### config.mk
export PLATFORM = sky130hd
export DESIGN_NAME = priority_encoder_pending_n
export DESIGN_NICKNAME = d
export VERILOG_FILES = /design/src/rtl/priority_encoder_pending_n.sv
export SDC_FILE = /design/constraint.sdc
export NUM_CORES = 1
export LEC_CHECK = 0
export CAP_MARGIN = 30
export CORE_UTILIZATION = 40
export CTS_BUF_LIST = sky130_fd_sc_hd__clkbuf_8
export DETAILED_ROUTE_END_ITERATION = 12
export HOLD_SLACK_MARGIN = 0.1
export PLACE_DENSITY_LB_ADDON = 0.15
export SYNTH_ARGS = -nofsm -noshare
export SYNTH_HDL_FRONTEND = slang
export SYNTH_SLANG_ARGS = --single-unit
### constraint.sdc
create_clock -name clk -period 1.7 [get_ports clk]
set_input_delay 0.255 -clock clk [delete_from_list [all_inputs] [get_ports clk]]
set_output_delay 0.255 -clock clk [all_outputs]
set_load 0.01 [all_outputs]
### src/rtl/priority_encoder_pending_n.sv
// priority_encoder_pending_n
//   Registered N-input priority encoder with sticky request capture.
//   Request bits are latched into a pending vector. The winning pending index is
//   offered on a valid/ready port, and each accepted index clears its pending bit.
//
//   Build option: define PRIORITY_ENCODER_RR_EN for rotating priority. A pointer
//   then remembers the last accepted index, and the search restarts just below it.
//   With the macro undefined the encoder is fixed priority: the highest index wins,
//   and no pointer register exists.
//
//   Handshake: valid/idx are registered. A transfer completes on a rising edge where
//   valid && ready. While valid && !ready, valid and idx hold steady and are not
//   preempted by newer or higher-priority requests. valid never depends
//   combinationally on ready.
module priority_encoder_pending_n #(
    parameter int WIDTH = 8
) (
    input  logic                     clk,
    input  logic                     rst_n,
    input  logic                     clr,
    input  logic [WIDTH-1:0]         req,
    input  logic                     ready,
    output logic                     valid,
    output logic [$clog2(WIDTH)-1:0] idx,
    output logic [WIDTH-1:0]         pend,
    output logic                     any
);

    localparam int IDX_W = $clog2(WIDTH);

    // Pending vector and presented (registered) output.
    logic [WIDTH-1:0] pend_q, pend_d;
    logic             valid_q, valid_d;
    logic [IDX_W-1:0] idx_q, idx_d;

    // Handshake and derived terms.
    logic             acc;
    logic             load;
    logic [WIDTH-1:0] clrmask;
    logic [IDX_W-1:0] win;

`ifdef PRIORITY_ENCODER_RR_EN
    logic [IDX_W-1:0] ptr_q, ptr_d;

    // Rotating search: walk downward from ptr-1 (mod WIDTH).
    // A bit's rank is its distance below the start position, wrapping through
    // WIDTH-1. The set bit with the smallest rank wins. Doing this with explicit
    // distances keeps the wrap correct when WIDTH is not a power of two.
    function automatic logic [IDX_W-1:0] enc_rr(input logic [WIDTH-1:0] v,
                                                 input logic [IDX_W-1:0] p);
        logic [IDX_W-1:0] r;
        int               start;
        int               dist;
        int               best;
        r     = '0;
        best  = WIDTH;
        start = (p == '0) ? (WIDTH - 1) : (int'(p) - 1);
        for (int i = 0; i < WIDTH; i++) begin
            dist = start - i;
            if (dist < 0) begin
                dist = dist + WIDTH;
            end
            if (v[i] && (dist < best)) begin
                best = dist;
                r    = IDX_W'(i);
            end
        end
        return r;
    endfunction
`else
    // Fixed priority: the highest set index wins. The result is 0 for an empty vector.
    function automatic logic [IDX_W-1:0] enc_fixed(input logic [WIDTH-1:0] v);
        logic [IDX_W-1:0] r;
        r = '0;
        for (int i = 0; i < WIDTH; i++) begin
            if (v[i]) begin
                r = IDX_W'(i);
            end
        end
        return r;
    endfunction
`endif

    // Handshake decode: an accept clears exactly the presented bit.
    always_comb begin
        acc     = valid_q && ready;
        clrmask = '0;
        if (acc) begin
            clrmask = WIDTH'(1) << idx_q;
        end
    end

    // Next pending vector: a request wins over the accept clear, and clr wins over both.
    always_comb begin
        pend_d = (pend_q & ~clrmask) | req;
        if (clr) begin
            pend_d = '0;
        end
    end

`ifdef PRIORITY_ENCODER_RR_EN
    // Pointer follows every accepted index. clr returns it to the fixed-priority start.
    always_comb begin
        ptr_d = ptr_q;
        if (acc) begin
            ptr_d = idx_q;
        end
        if (clr) begin
            ptr_d = '0;
        end
    end

    // Winner is searched against the pointer value that will be live after this edge.
    always_comb begin
        win = enc_rr(pend_d, ptr_d);
    end

    // Pointer register.
    always_ff @(posedge clk or negedge rst_n) begin
        if (!rst_n) begin
            ptr_q <= '0;
        end else begin
            ptr_q <= ptr_d;
        end
    end
`else
    // Winner from the next pending vector, so a fresh request is visible immediately.
    always_comb begin
        win = enc_fixed(pend_d);
    end
`endif

    // Output slot reloads only when empty or being drained. Otherwise it holds (no preemption).
    always_comb begin
        load    = !valid_q || acc;
        valid_d = valid_q;
        idx_d   = idx_q;
        if (clr) begin
            valid_d = 1'b0;
            idx_d   = '0;
        end else if (load) begin
            valid_d = |pend_d;
            idx_d   = (|pend_d) ? win : '0;
        end
    end

    // State registers.
    always_ff @(posedge clk or negedge rst_n) begin
        if (!rst_n) begin
            pend_q  <= '0;
            valid_q <= 1'b0;
            idx_q   <= '0;
        end else begin
            pend_q  <= pend_d;
            valid_q <= valid_d;
            idx_q   <= idx_d;
        end
    end

    assign valid = valid_q;
    assign idx   = idx_q;
    assign pend  = pend_q;
    assign any   = |pend_q;

endmodule
==> results of run 1 <==
sequential cells by signal, summed over array words and instances (netlist names):
signal	cells
pend	8
valid	1
idx	3
area by class of cell:
class | count | share of cell area
clock buffer | 3 | 0.0400
tap | 16 | 0.0194
multi-input combinational | 47 | 0.327
timing repair buffer | 35 | 0.311
sequential | 12 | 0.292
inverter | 3 | 0.0109
cells by family after synthesis:
logic type	after synthesis	share of synthesized area
AOI/OAI and AO/OA	16	0.219
buffers and inverters	6	0.0596
DFF	12	0.462
and+or+nand+nor	31	0.260
repair_timing:
item / in CTS / in global routing
resized for setup: 4 / 2
setup endpoints to repair: 2 / 4
buffers inserted: 1 / 0
where the power goes:
| group | leakage [nW] | switching, mW | internal, mW |
|---|---|---|---|
| logic | 0.260 | 0.118 | 0.147 |
| registers | 0.141 | 0.0324 | 0.313 |
| clock network | 0.0216 | 0.0986 | 0.156 |
per-layer routing:
layer	wire length, um	part of all wire	GRT usage	up-vias
met4	27	0.014	0.113	0
met2	927	0.48	0.388	35
met3	124	0.065	0.0345	4
li1	-	-	-	318
met1	839	0.44	0.282	312
met5	0	0	0	-
stage by stage:
stage | util | total power, mW | area (um^2) | hold WS [ns] | setup slack, ns
global route | 0.686 | 0.910 | 1030 | 0.430 | -0.00284
detailed placement | 0.636 | 0.601 | 958 | 0.594 | -0.196
floorplan | - | 0.464 | 651 | -0.0406 | 0.0571
finish | 0.686 | 0.865 | 1030 | 0.380 | 0.0363
CTS | 0.680 | 0.868 | 1020 | 0.401 | 0.0339
global placement | 0.636 | 0.596 | 958 | 0.583 | -0.170
Yosys cell counts:
| cell | n |
|---|---|
| a31oi_1 | 2 |
| nand3b_1 | 2 |
| o21ai_1 | 1 |
| or2_2 | 1 |
| o22a_1 | 1 |
| o21ai_0 | 1 |
| o311ai_1 | 1 |
| nor4_1 | 4 |
| o221a_4 | 1 |
| a211oi_2 | 3 |
| and3_1 | 1 |
| buf_2 | 1 |
| o31ai_1 | 1 |
| nor3_1 | 5 |
| buf_6 | 2 |
| a21o_1 | 1 |
| inv_1 | 3 |
| or3b_1 | 3 |
| nor2_1 | 9 |
| o22ai_1 | 2 |
| nand3_1 | 2 |
| nor3b_1 | 1 |
| a21oi_1 | 1 |
| o22ai_2 | 1 |
| dfrtp_1 | 12 |
| nand4_1 | 1 |
| nand2_1 | 2 |
cells in the final DEF (no fill, tap or decap):
master and instances:
nand4_1 1, dfrtp_1 11, o22a_1 1, clkbuf_8 3
nor4_2 3, o311ai_2 1, or3b_1 3, nor3b_1 1
dlygate4sd2_1 1, clkdlybuf4s50_1 23, a211oi_2 3, nor4_1 1
and3_1 1, a21oi_1 1, o21ai_0 1, a21o_1 1
inv_1 3, nand3b_1 2, or2_2 1, o22ai_1 2
nand2_1 2, o31ai_1 1, o21ai_1 1, o221a_4 1
a31oi_1 2, nand3_1 2, nor2_1 9, buf_4 11
o22ai_2 1, dfrtp_2 1, nor3_1 5
worst max path at each step:
| stage | end | slack (ns) | cells after the start |
|---|---|---|---|
| after floorplan | idx[0] | 0.06 | 6 |
| after global placement | valid | -0.17 | 6 |
| after detailed placement | valid | -0.20 | 6 |
| after CTS | idx[0] | 0.03 | 5 |
| after global routing | valid | -0.003 | 5 |
| final | idx[1] | 0.04 | 2 |
critical path: stages, from the launching register on:
cell	delay, ns
dfrtp_1	0.46
buf_4	0.18
clkdlybuf4s50_1	0.53
==> results.tsv, run 1 <==
stage	metric	value	unit
final_layout	# fillers	125	
sta	clock skew	0.000675	ns
sta	final-report hold violation count	0	
global_route	first-pass GRT wire length	2990	um
sta	Final min period	1.66	ns
setup_path	Critical Path RT	1.44	ns
logic_synthesis	synthesized flop and latch total	12	
placed_design	Port Buffers	24	
drt	ANT nets after route	0	
setup_path	worst r2r dst	idx[0]	
drt	via count	669	
setup_path	Worst R2R Setup Slack	0.04	ns
global_route	overall routing resource usage	0.229	
sta	Max Freq	0.601	GHz
die	DIE AREA	1790	um^2
die	Top Ports	25	
setup_path	reg-to-reg startpoint	idx[1]	
clock_tree	clock latency on the worst-skew pair	0.24	ns
power	Pwr Density	837	nW/um^2
logic_synthesis	Seq/Total Area, Yosys	0.462	
drt	TritonRoute pass-1 iters	4	
clock_tree	Clock Tree Buf Depth	2	
setup_path	CP startpoint kind	flip-flop	
clock_tree	H-tree levels	1	
logic_synthesis	Yosys top cell area share	0.462	
global_route	largest net degree at the start of global routing	13	
setup_path	Arr. time, crit path	1.41	ns
die	Starting Density	0.432	
setup_path	Worst Setup SP	idx[1]	
setup_path	Crit. End Element	output pin	
logic_synthesis	Yosys top cell by area	dfrtp_1	
die	row cnt	14	
final_layout	Syn-to-layout area delta	58.8	%
sta	setup violators final	0	
die	die width	42.3	um
global_route	global route overflow	0	
final_layout	share of cells above drive strength 1	0.250	
worst_hold_path	type of the worst min-delay path	in -> async	
sta	Slew Limit Fails	0	
sta	Worst Max-Slew Pin Slew	0.561	ns
clock_tree	clk slew on worst S/H paths	0.05	ns
drt	WL final	1920	um
logic_synthesis	count of yosys warnings during synthesis	0	
global_route	initial antenna violation count	0	
die	die height	42.3	um
setup_path	CP max FO	6	
global_route	vias in the first global route	655	
sta	Fin Setup TNS	0	ns
sta	normalized max-slew margin	0.625	
final_layout	flip-flop and latch area	302	um^2
clock_tree	CTS Hold Bufs	0	
drt	Routed wire per std cell	16.5	um
setup_path	Reg2Reg Depth	5	
drt	DR iter-0 viols	12	
logic_synthesis	post-synth cell types	27	
sta	RSZ-0062 raised after global routing	yes	
placed_design	hpwl dp	1380	um
logic_synthesis	Cells after Synth	65	
power	VDD IR max	0.575	mV
drt	DRC violations left	0	
run_status	status	completed	
logic_synthesis	syn_area_per_cell	10.0	um^2
drt	Via density	5.77	
final_layout	post-route insts no fill	116	
job	max cap viols	0	
clock_tree	clock buffer count from CTS	3	
sta	crit share post-route	0.979	
logic_synthesis	Synth Cell Area	651	um^2
placed_design	routability cong.	0.853	
logic_synthesis	Synth area leaders	dfrtp_1 (46%), a211oi_2 (5.8%), nor2_1 (5.2%)	
setup_path	Crit Path Class	reg -> out	
final_layout	ANT cells	0	
clock_tree	Clock Root Buffer	clkbuf_8	
final_layout	Multi-input gate area	338	um^2
final_layout	net count of the finished layout	114	
placed_design	placed cells	112	
logic_synthesis	Net Count, Synth	77	
clock_tree	CTS tree	built	
die	core area	1510	um^2
power	Leak	0.422	nW
clock_tree	clock sinks	12	
No activity file was read; power rests on OpenSTA's default activity.
==> inputs of run 2 (changes only) <==
--- a/config.mk
+++ b/config.mk
@@ -5,9 +5,11 @@
 export SDC_FILE = /design/constraint.sdc
 export NUM_CORES = 1
 export LEC_CHECK = 0
+export ABC_AREA = 0
 export CAP_MARGIN = 30
-export CORE_UTILIZATION = 40
-export CTS_BUF_LIST = sky130_fd_sc_hd__clkbuf_8
+export CORE_ASPECT_RATIO = 0.75
+export CORE_UTILIZATION = 25
+export CTS_BUF_LIST = sky130_fd_sc_hd__clkbuf_4 sky130_fd_sc_hd__clkbuf_8
 export DETAILED_ROUTE_END_ITERATION = 12
 export HOLD_SLACK_MARGIN = 0.1
 export PLACE_DENSITY_LB_ADDON = 0.15
==> run 2 against run 1 <==
Net effect: first-iteration DRC count rose by 33%; clock skew is 0.0023 ns higher; sequential share of layout area decreased by 0.64 points; critical path depth up 4; die area rose by 57%; cell area grew 1.8%.
==> results.tsv, run 2 (synthesis results as in run 1) <==
stage	metric	value	unit	change
clock_tree	clk slew on worst S/H paths	0.08	ns	was 0.05 ns
final_layout	fin area	1050	um^2	was 1030 um^2
sta	RSZ-0062 raised after global routing	yes		unchanged
final_layout	max reg flops	8		unchanged
drt	TritonRoute pass-1 iters	4		unchanged
setup_path	Crit Path Class	reg -> reg		was reg -> out
die	die height	46.2	um	was 42.3 um
power	Pwr Density	751	nW/um^2	was 837 nW/um^2
sta	setup violators final	0		unchanged
setup_path	slowest cell on the critical path	dfrtp_1		was clkdlybuf4s50_1
clock_tree	Clock Root Buffer	clkbuf_4		was clkbuf_8
sta	clock skew	0.00301	ns	was 0.000675 ns
setup_path	CP startpoint kind	flip-flop		unchanged
drt	WL final	1860	um	was 1920 um
drt	Via density	4.77		was 5.77
die	Starting Density	0.273		was 0.432
clock_tree	clock sinks	12		unchanged
clock_tree	clock buffer count from CTS	3		unchanged
clock_tree	H-tree levels	1		unchanged
final_layout	most frequent cells in the layout	clkdlybuf4s50_1 (23), buf_4 (14), dfrtp_1 (12), nor2_1 (9), nor3_1 (5)		was clkdlybuf4s50_1 (23), dfrtp_1 (11), buf_4 (11), nor2_1 (9), nor3_1 (5)
sta	Final min period	1.65	ns	was 1.66 ns
setup_path	Critical Path RT	1.91	ns	was 1.44 ns
drt	DRC violations left	0		unchanged
final_layout	most common cell after layout, fill and taps aside	clkdlybuf4s50_1		unchanged
worst_hold_path	type of the worst min-delay path	in -> async		unchanged
clock_tree	clock latency on the worst-skew pair	0.27	ns	was 0.24 ns
sta	crit share post-route	0.969		was 0.979
global_route	initial antenna violation count	0		unchanged
drt	via count	653		was 669
global_route	vias in the first global route	604		was 655
setup_path	max incr delay on CP	0.43	ns	was 0.53 ns
die	core area	2380	um^2	was 1510 um^2
clock_tree	CTS Hold Bufs	0		unchanged
sta	Max Freq	0.607	GHz	was 0.601 GHz
run_status	status	completed		unchanged
final_layout	share of cells above drive strength 1	0.252		was 0.250
job	max cap viols	0		unchanged
global_route	overall routing resource usage	0.152		was 0.229
setup_path	cell family with the largest share of critical-path delay	compound AO/OA/AOI/OAI gates		was buffers and inverters
sta	final-report hold violation count	0		unchanged
sta	Worst Max-Slew Pin Slew	0.568	ns	was 0.561 ns
global_route	first-pass GRT wire length	2900	um	was 2990 um
final_layout	net count of the finished layout	117		was 114
die	Top Ports	25		unchanged
die	row cnt	15		was 14
setup_path	CP max FO	5		was 6
sta	Slew Limit Fails	0		unchanged
sta	Fin Setup TNS	0	ns	unchanged
final_layout	post-route insts no fill	137		was 116
setup_path	CP bufs+invs	1		was 2
final_layout	ANT cells	0		unchanged
drt	ANT nets after route	0		unchanged
die	die width	60.9	um	was 42.3 um
global_route	largest net degree at the start of global routing	13		unchanged
placed_design	routability cong.	0.825		was 0.853
placed_design	Port Buffers	24		unchanged
clock_tree	CTS tree	built		unchanged
drt	DR iter-0 viols	16		was 12
setup_path	Crit. End Element	flip-flop		was output pin
drt	Routed wire per std cell	13.6	um	was 16.5 um
placed_design	DP Area	1000	um^2	was 958 um^2
power	Leak	0.428	nW	was 0.422 nW
placed_design	hpwl dp	1420	um	was 1380 um
clock_tree	Clock Tree Buf Depth	2		unchanged
power	VDD IR max	0.352	mV	was 0.575 mV
setup_path	critical path cell sequence	buf_4 -> nor3b_1 -> a211oi_2 -> a211oi_2 -> nor3_1 -> o22a_1		was buf_4 -> clkdlybuf4s50_1
sta	normalized max-slew margin	0.620		was 0.625
global_route	global route overflow	0		unchanged
setup_path	Arr. time, crit path	1.86	ns	was 1.41 ns
setup_path	CP dominant cell by count	a211oi_2		
final_layout	Syn-to-layout area delta	61.7	%	was 58.8%
placed_design	placed cells	133		was 112
die	DIE AREA	2810	um^2	was 1790 um^2
## run 2: timing repair
| item | 4_1_cts | 5_1_grt |
|---|---|---|
| endpoints found under the setup margin | 1 | 3 |
| setup buffers | 1 | 0 |
| resized for setup | 3 | 1 |
| pin swaps | 1 | 0 |
## run 2: worst paths after layout
| kind | from | end | slack (ns) | cells past startpoint |
|---|---|---|---|---|
| max in group asynchronous | rst_n | pend[2] | 0.98 | 1 |
| min | rst_n | idx[1] | 0.35 | 1 |
| min reg2reg | pend[0] | pend[0] | 0.64 | 2 |
| min in group clk | pend[0] | pend[0] | 0.64 | 2 |
| max | idx[1] | idx[0] | 0.05 | 6 |
| max reg2reg | idx[1] | idx[0] | 0.05 | 6 |
## run 2: final cells by class
type	count	area (um^2)
Fill cell	245	1330
Timing Repair Buffer	38	344
Multi-Input combinational cell	47	332
Sequential cell	12	300
Tap cell	34	42.5
Clock buffer	3	22.5
Inverter	3	11.3
## run 2: per-layer routing
| layer | routed length (um) | up-vias | track usage |
|---|---|---|---|
| met4 | 13 | 0 | 0.0273 |
| met5 | 0 | - | 0 |
| met3 | 78 | 2 | 0.0590 |
| li1 | - | 325 | - |
| met1 | 950 | 308 | 0.208 |
| met2 | 816 | 18 | 0.229 |
## run 2: power by group
group / internal (mW) / total [mW] / switching (mW)
clock network: 0.0819 / 0.176 / 0.0943
logic: 0.154 / 0.273 / 0.119
registers: 0.311 / 0.340 / 0.0291
total: 0.547 / 0.790 / 0.243
## run 2: per-stage QoR
step	hold WS (ns)	setup WS, ns	power [mW]	util
finish	0.347	0.0534	0.790	0.441
global placement	0.620	-0.171	0.609	0.421
CTS	0.374	0.0582	0.795	0.438
global route	0.386	-0.0159	0.840	0.441
floorplan	-0.0406	0.0571	0.464	-
detailed placement	0.604	-0.215	0.609	0.421
==> inputs of run 3 (changes only) <==
--- a/config.mk
+++ b/config.mk
@@ -7,8 +7,7 @@
 export LEC_CHECK = 0
 export ABC_AREA = 0
 export CAP_MARGIN = 30
-export CORE_ASPECT_RATIO = 0.75
-export CORE_UTILIZATION = 25
+export CORE_UTILIZATION = 39
 export CTS_BUF_LIST = sky130_fd_sc_hd__clkbuf_4 sky130_fd_sc_hd__clkbuf_8
 export DETAILED_ROUTE_END_ITERATION = 12
 export HOLD_SLACK_MARGIN = 0.1
==> run 3 against run 2 <==
Net effect: cell area is 3.2% lower; sequential share of layout area rose by 1.2 points; global-route usage rose by 6.2 points; clock-buffer cell count did not move; first-iteration DRC count shrank 13%; critical path type is now reg -> out; largest cell class is now multi-input combinational cells.
==> results.tsv, run 3 (synthesis results as in run 1) <==
stage	metric	value	unit	change
sta	final-report hold violation count	0		unchanged
power	Leak	0.414	nW	was 0.428 nW
clock_tree	H-tree levels	1		unchanged
setup_path	Arr. time, crit path	1.39	ns	was 1.86 ns
clock_tree	Clock Root Buffer	clkbuf_4		unchanged
final_layout	# fillers	131		was 245
final_layout	net count of the finished layout	114		was 117
drt	DR iter-0 viols	14		was 16
global_route	largest net degree at the start of global routing	13		unchanged
drt	TritonRoute pass-1 iters	3		was 4
sta	clock skew	0.00529	ns	was 0.00301 ns
job	max cap viols	0		unchanged
setup_path	Worst R2R Setup Slack	0.05	ns	about the same
setup_path	worst r2r dst	idx[0]		unchanged
die	die width	42.8	um	was 60.9 um
power	Pwr Density	764	nW/um^2	was 751 nW/um^2
clock_tree	clock sinks	12		unchanged
setup_path	Reg2Reg Depth	5		was 6
setup_path	CP max FO	7		was 5
sta	setup violators final	0		unchanged
drt	Via density	5.68		was 4.77
final_layout	flip-flop and latch area	303	um^2	was 300 um^2
power	VDD IR max	0.439	mV	was 0.352 mV
setup_path	Crit Path Class	reg -> out		was reg -> reg
die	DIE AREA	1840	um^2	was 2810 um^2
placed_design	Port Buffers	24		unchanged
clock_tree	Clock Tree Buf Depth	2		unchanged
setup_path	Critical Path RT	1.44	ns	was 1.91 ns
final_layout	Syn-to-layout area delta	56.5	%	was 61.7%
final_layout	share of cells above drive strength 1	0.270		was 0.252
final_layout	Multi-input gate area	340	um^2	was 332 um^2
clock_tree	clock latency on the worst-skew pair	0.27	ns	about the same
sta	crit share post-route	0.971		was 0.969
die	die height	42.8	um	was 46.2 um
drt	WL final	1770	um	was 1860 um
global_route	first-pass GRT wire length	2880	um	was 2900 um
global_route	initial antenna violation count	0		unchanged
sta	normalized max-slew margin	0.626		was 0.620
power	clock power share	0.221		was 0.223
clock_tree	clock buffer count from CTS	3		unchanged
drt	Routed wire per std cell	15.2	um	was 13.6 um
final_layout	most common cell after layout, fill and taps aside	clkdlybuf4s50_1		unchanged
global_route	overall routing resource usage	0.213		was 0.152
sta	Final min period	1.65	ns	about the same
final_layout	max reg flops	8		unchanged
drt	DRC violations left	0		unchanged
die	core area	1520	um^2	was 2380 um^2
power	Internal	0.540	mW	was 0.547 mW
worst_hold_path	type of the worst min-delay path	in -> async		unchanged
setup_path	Worst Setup SP	idx[2]		was idx[1]
setup_path	CP startpoint kind	flip-flop		unchanged
power	power share of the combinational group	0.328		was 0.346
global_route	vias in the first global route	643		was 604
die	row cnt	14		was 15
clock_tree	CTS tree	built		unchanged
sta	Slew Limit Fails	0		unchanged
power	Seq pwr share	0.451		was 0.431
run_status	status	completed		unchanged
placed_design	placed cells	112		was 133
setup_path	reg-to-reg startpoint	idx[1]		unchanged
placed_design	routability cong.	0.855		was 0.825
sta	Max Freq	0.606	GHz	was 0.607 GHz
final_layout	most frequent cells in the layout	clkdlybuf4s50_1 (23), buf_4 (11), dfrtp_1 (10), nor2_1 (9), nor3_1 (5)		was clkdlybuf4s50_1 (23), buf_4 (14), dfrtp_1 (12), nor2_1 (9), nor3_1 (5)
setup_path	Worst Setup EP	idx[2]		was idx[0]
sta	Worst Max-Slew Pin Slew	0.559	ns	was 0.568 ns
drt	ANT nets after route	0		unchanged
final_layout	post-route insts no fill	116		was 137
clock_tree	clk slew on worst S/H paths	0.07	ns	was 0.08 ns
sta	RSZ-0062 raised after global routing	no		was yes
clock_tree	CTS Hold Bufs	0		unchanged
power	Tot Pwr	0.778	mW	was 0.790 mW
power	Net Sw Frac	0.306		was 0.307
global_route	global route overflow	0		unchanged
die	Starting Density	0.427		was 0.273
power	NetSw	0.238	mW	was 0.243 mW
drt	via count	659		was 653
die	Top Ports	25		unchanged
placed_design	hpwl dp	1340	um	was 1420 um
setup_path	Crit. End Element	output pin		was flip-flop
final_layout	ANT cells	0		unchanged
[run 3: changes by cell type in the layout (fill, tap and decap cells not counted), sizes merged]
cell | previous run | this run
buf | 14 | 11
[run 3: layout make-up]
cell class	instances	area share
Clock buffer	3	0.0221
Inverter	3	0.0111
Multi-Input combinational cell	47	0.334
Sequential cell	12	0.297
Tap cell	16	0.0197
Timing Repair Buffer	35	0.316
[run 3: critical path: stages, from the launching register on]
cell	delay [ns]
dfrtp_2	0.44
buf_4	0.15
clkdlybuf4s50_1	0.53
[run 3: repair_timing]
| item | in CTS | in global routing |
|---|---|---|
| gates resized for setup | 4 | 4 |
| pin swaps | 1 | 1 |
| setup buffers | 0 | 1 |
| cloned | 0 | 0 |
| endpoints found under the setup margin | 2 | 3 |
[run 3: worst min-delay path by stage]
stage,depth (start not counted),endpoint,slack (ns)
floorplan,0,idx[0],-0.04
global placement,1,idx[0],0.56
detailed placement,1,idx[0],0.59
CTS,1,pend[3],0.36
global route,1,pend[2],0.39
finish,1,valid,0.34
[run 3: per-layer routing]
| layer | up-vias | share of wire | track usage |
|---|---|---|---|
| li1 | 317 | - | - |
| met1 | 323 | 0.50 | 0.293 |
| met2 | 17 | 0.45 | 0.324 |
| met3 | 2 | 0.040 | 0.0255 |
| met4 | 0 | 0.0051 | 0.113 |
| met5 | - | 0 | 0 |
[run 3: power by group through the flow]
stage | logic, mW | clock network (mW) | registers, mW
after global routing | 0.276 | 0.188 | 0.355
after global placement | 0.239 | 0 | 0.349
final | 0.255 | 0.172 | 0.351
after detailed placement | 0.241 | 0 | 0.351
after floorplan | 0.113 | 0 | 0.350
after CTS | 0.243 | 0.180 | 0.349
[run 3: per-stage QoR]
stage / util / setup slack [ns] / TNS, ns / hold slack [ns] / instance area (um^2)
final: 0.668 / 0.0501 / 0 / 0.344 / 1020
after global routing: 0.668 / 0.00239 / 0 / 0.394 / 1020
after CTS: 0.652 / 0.00484 / 0 / 0.360 / 993
after detailed placement: 0.629 / -0.153 / -0.413 / 0.588 / 958
after global placement: 0.629 / -0.151 / -0.411 / 0.556 / 958
after floorplan: - / 0.0571 / 0 / -0.0406 / 651
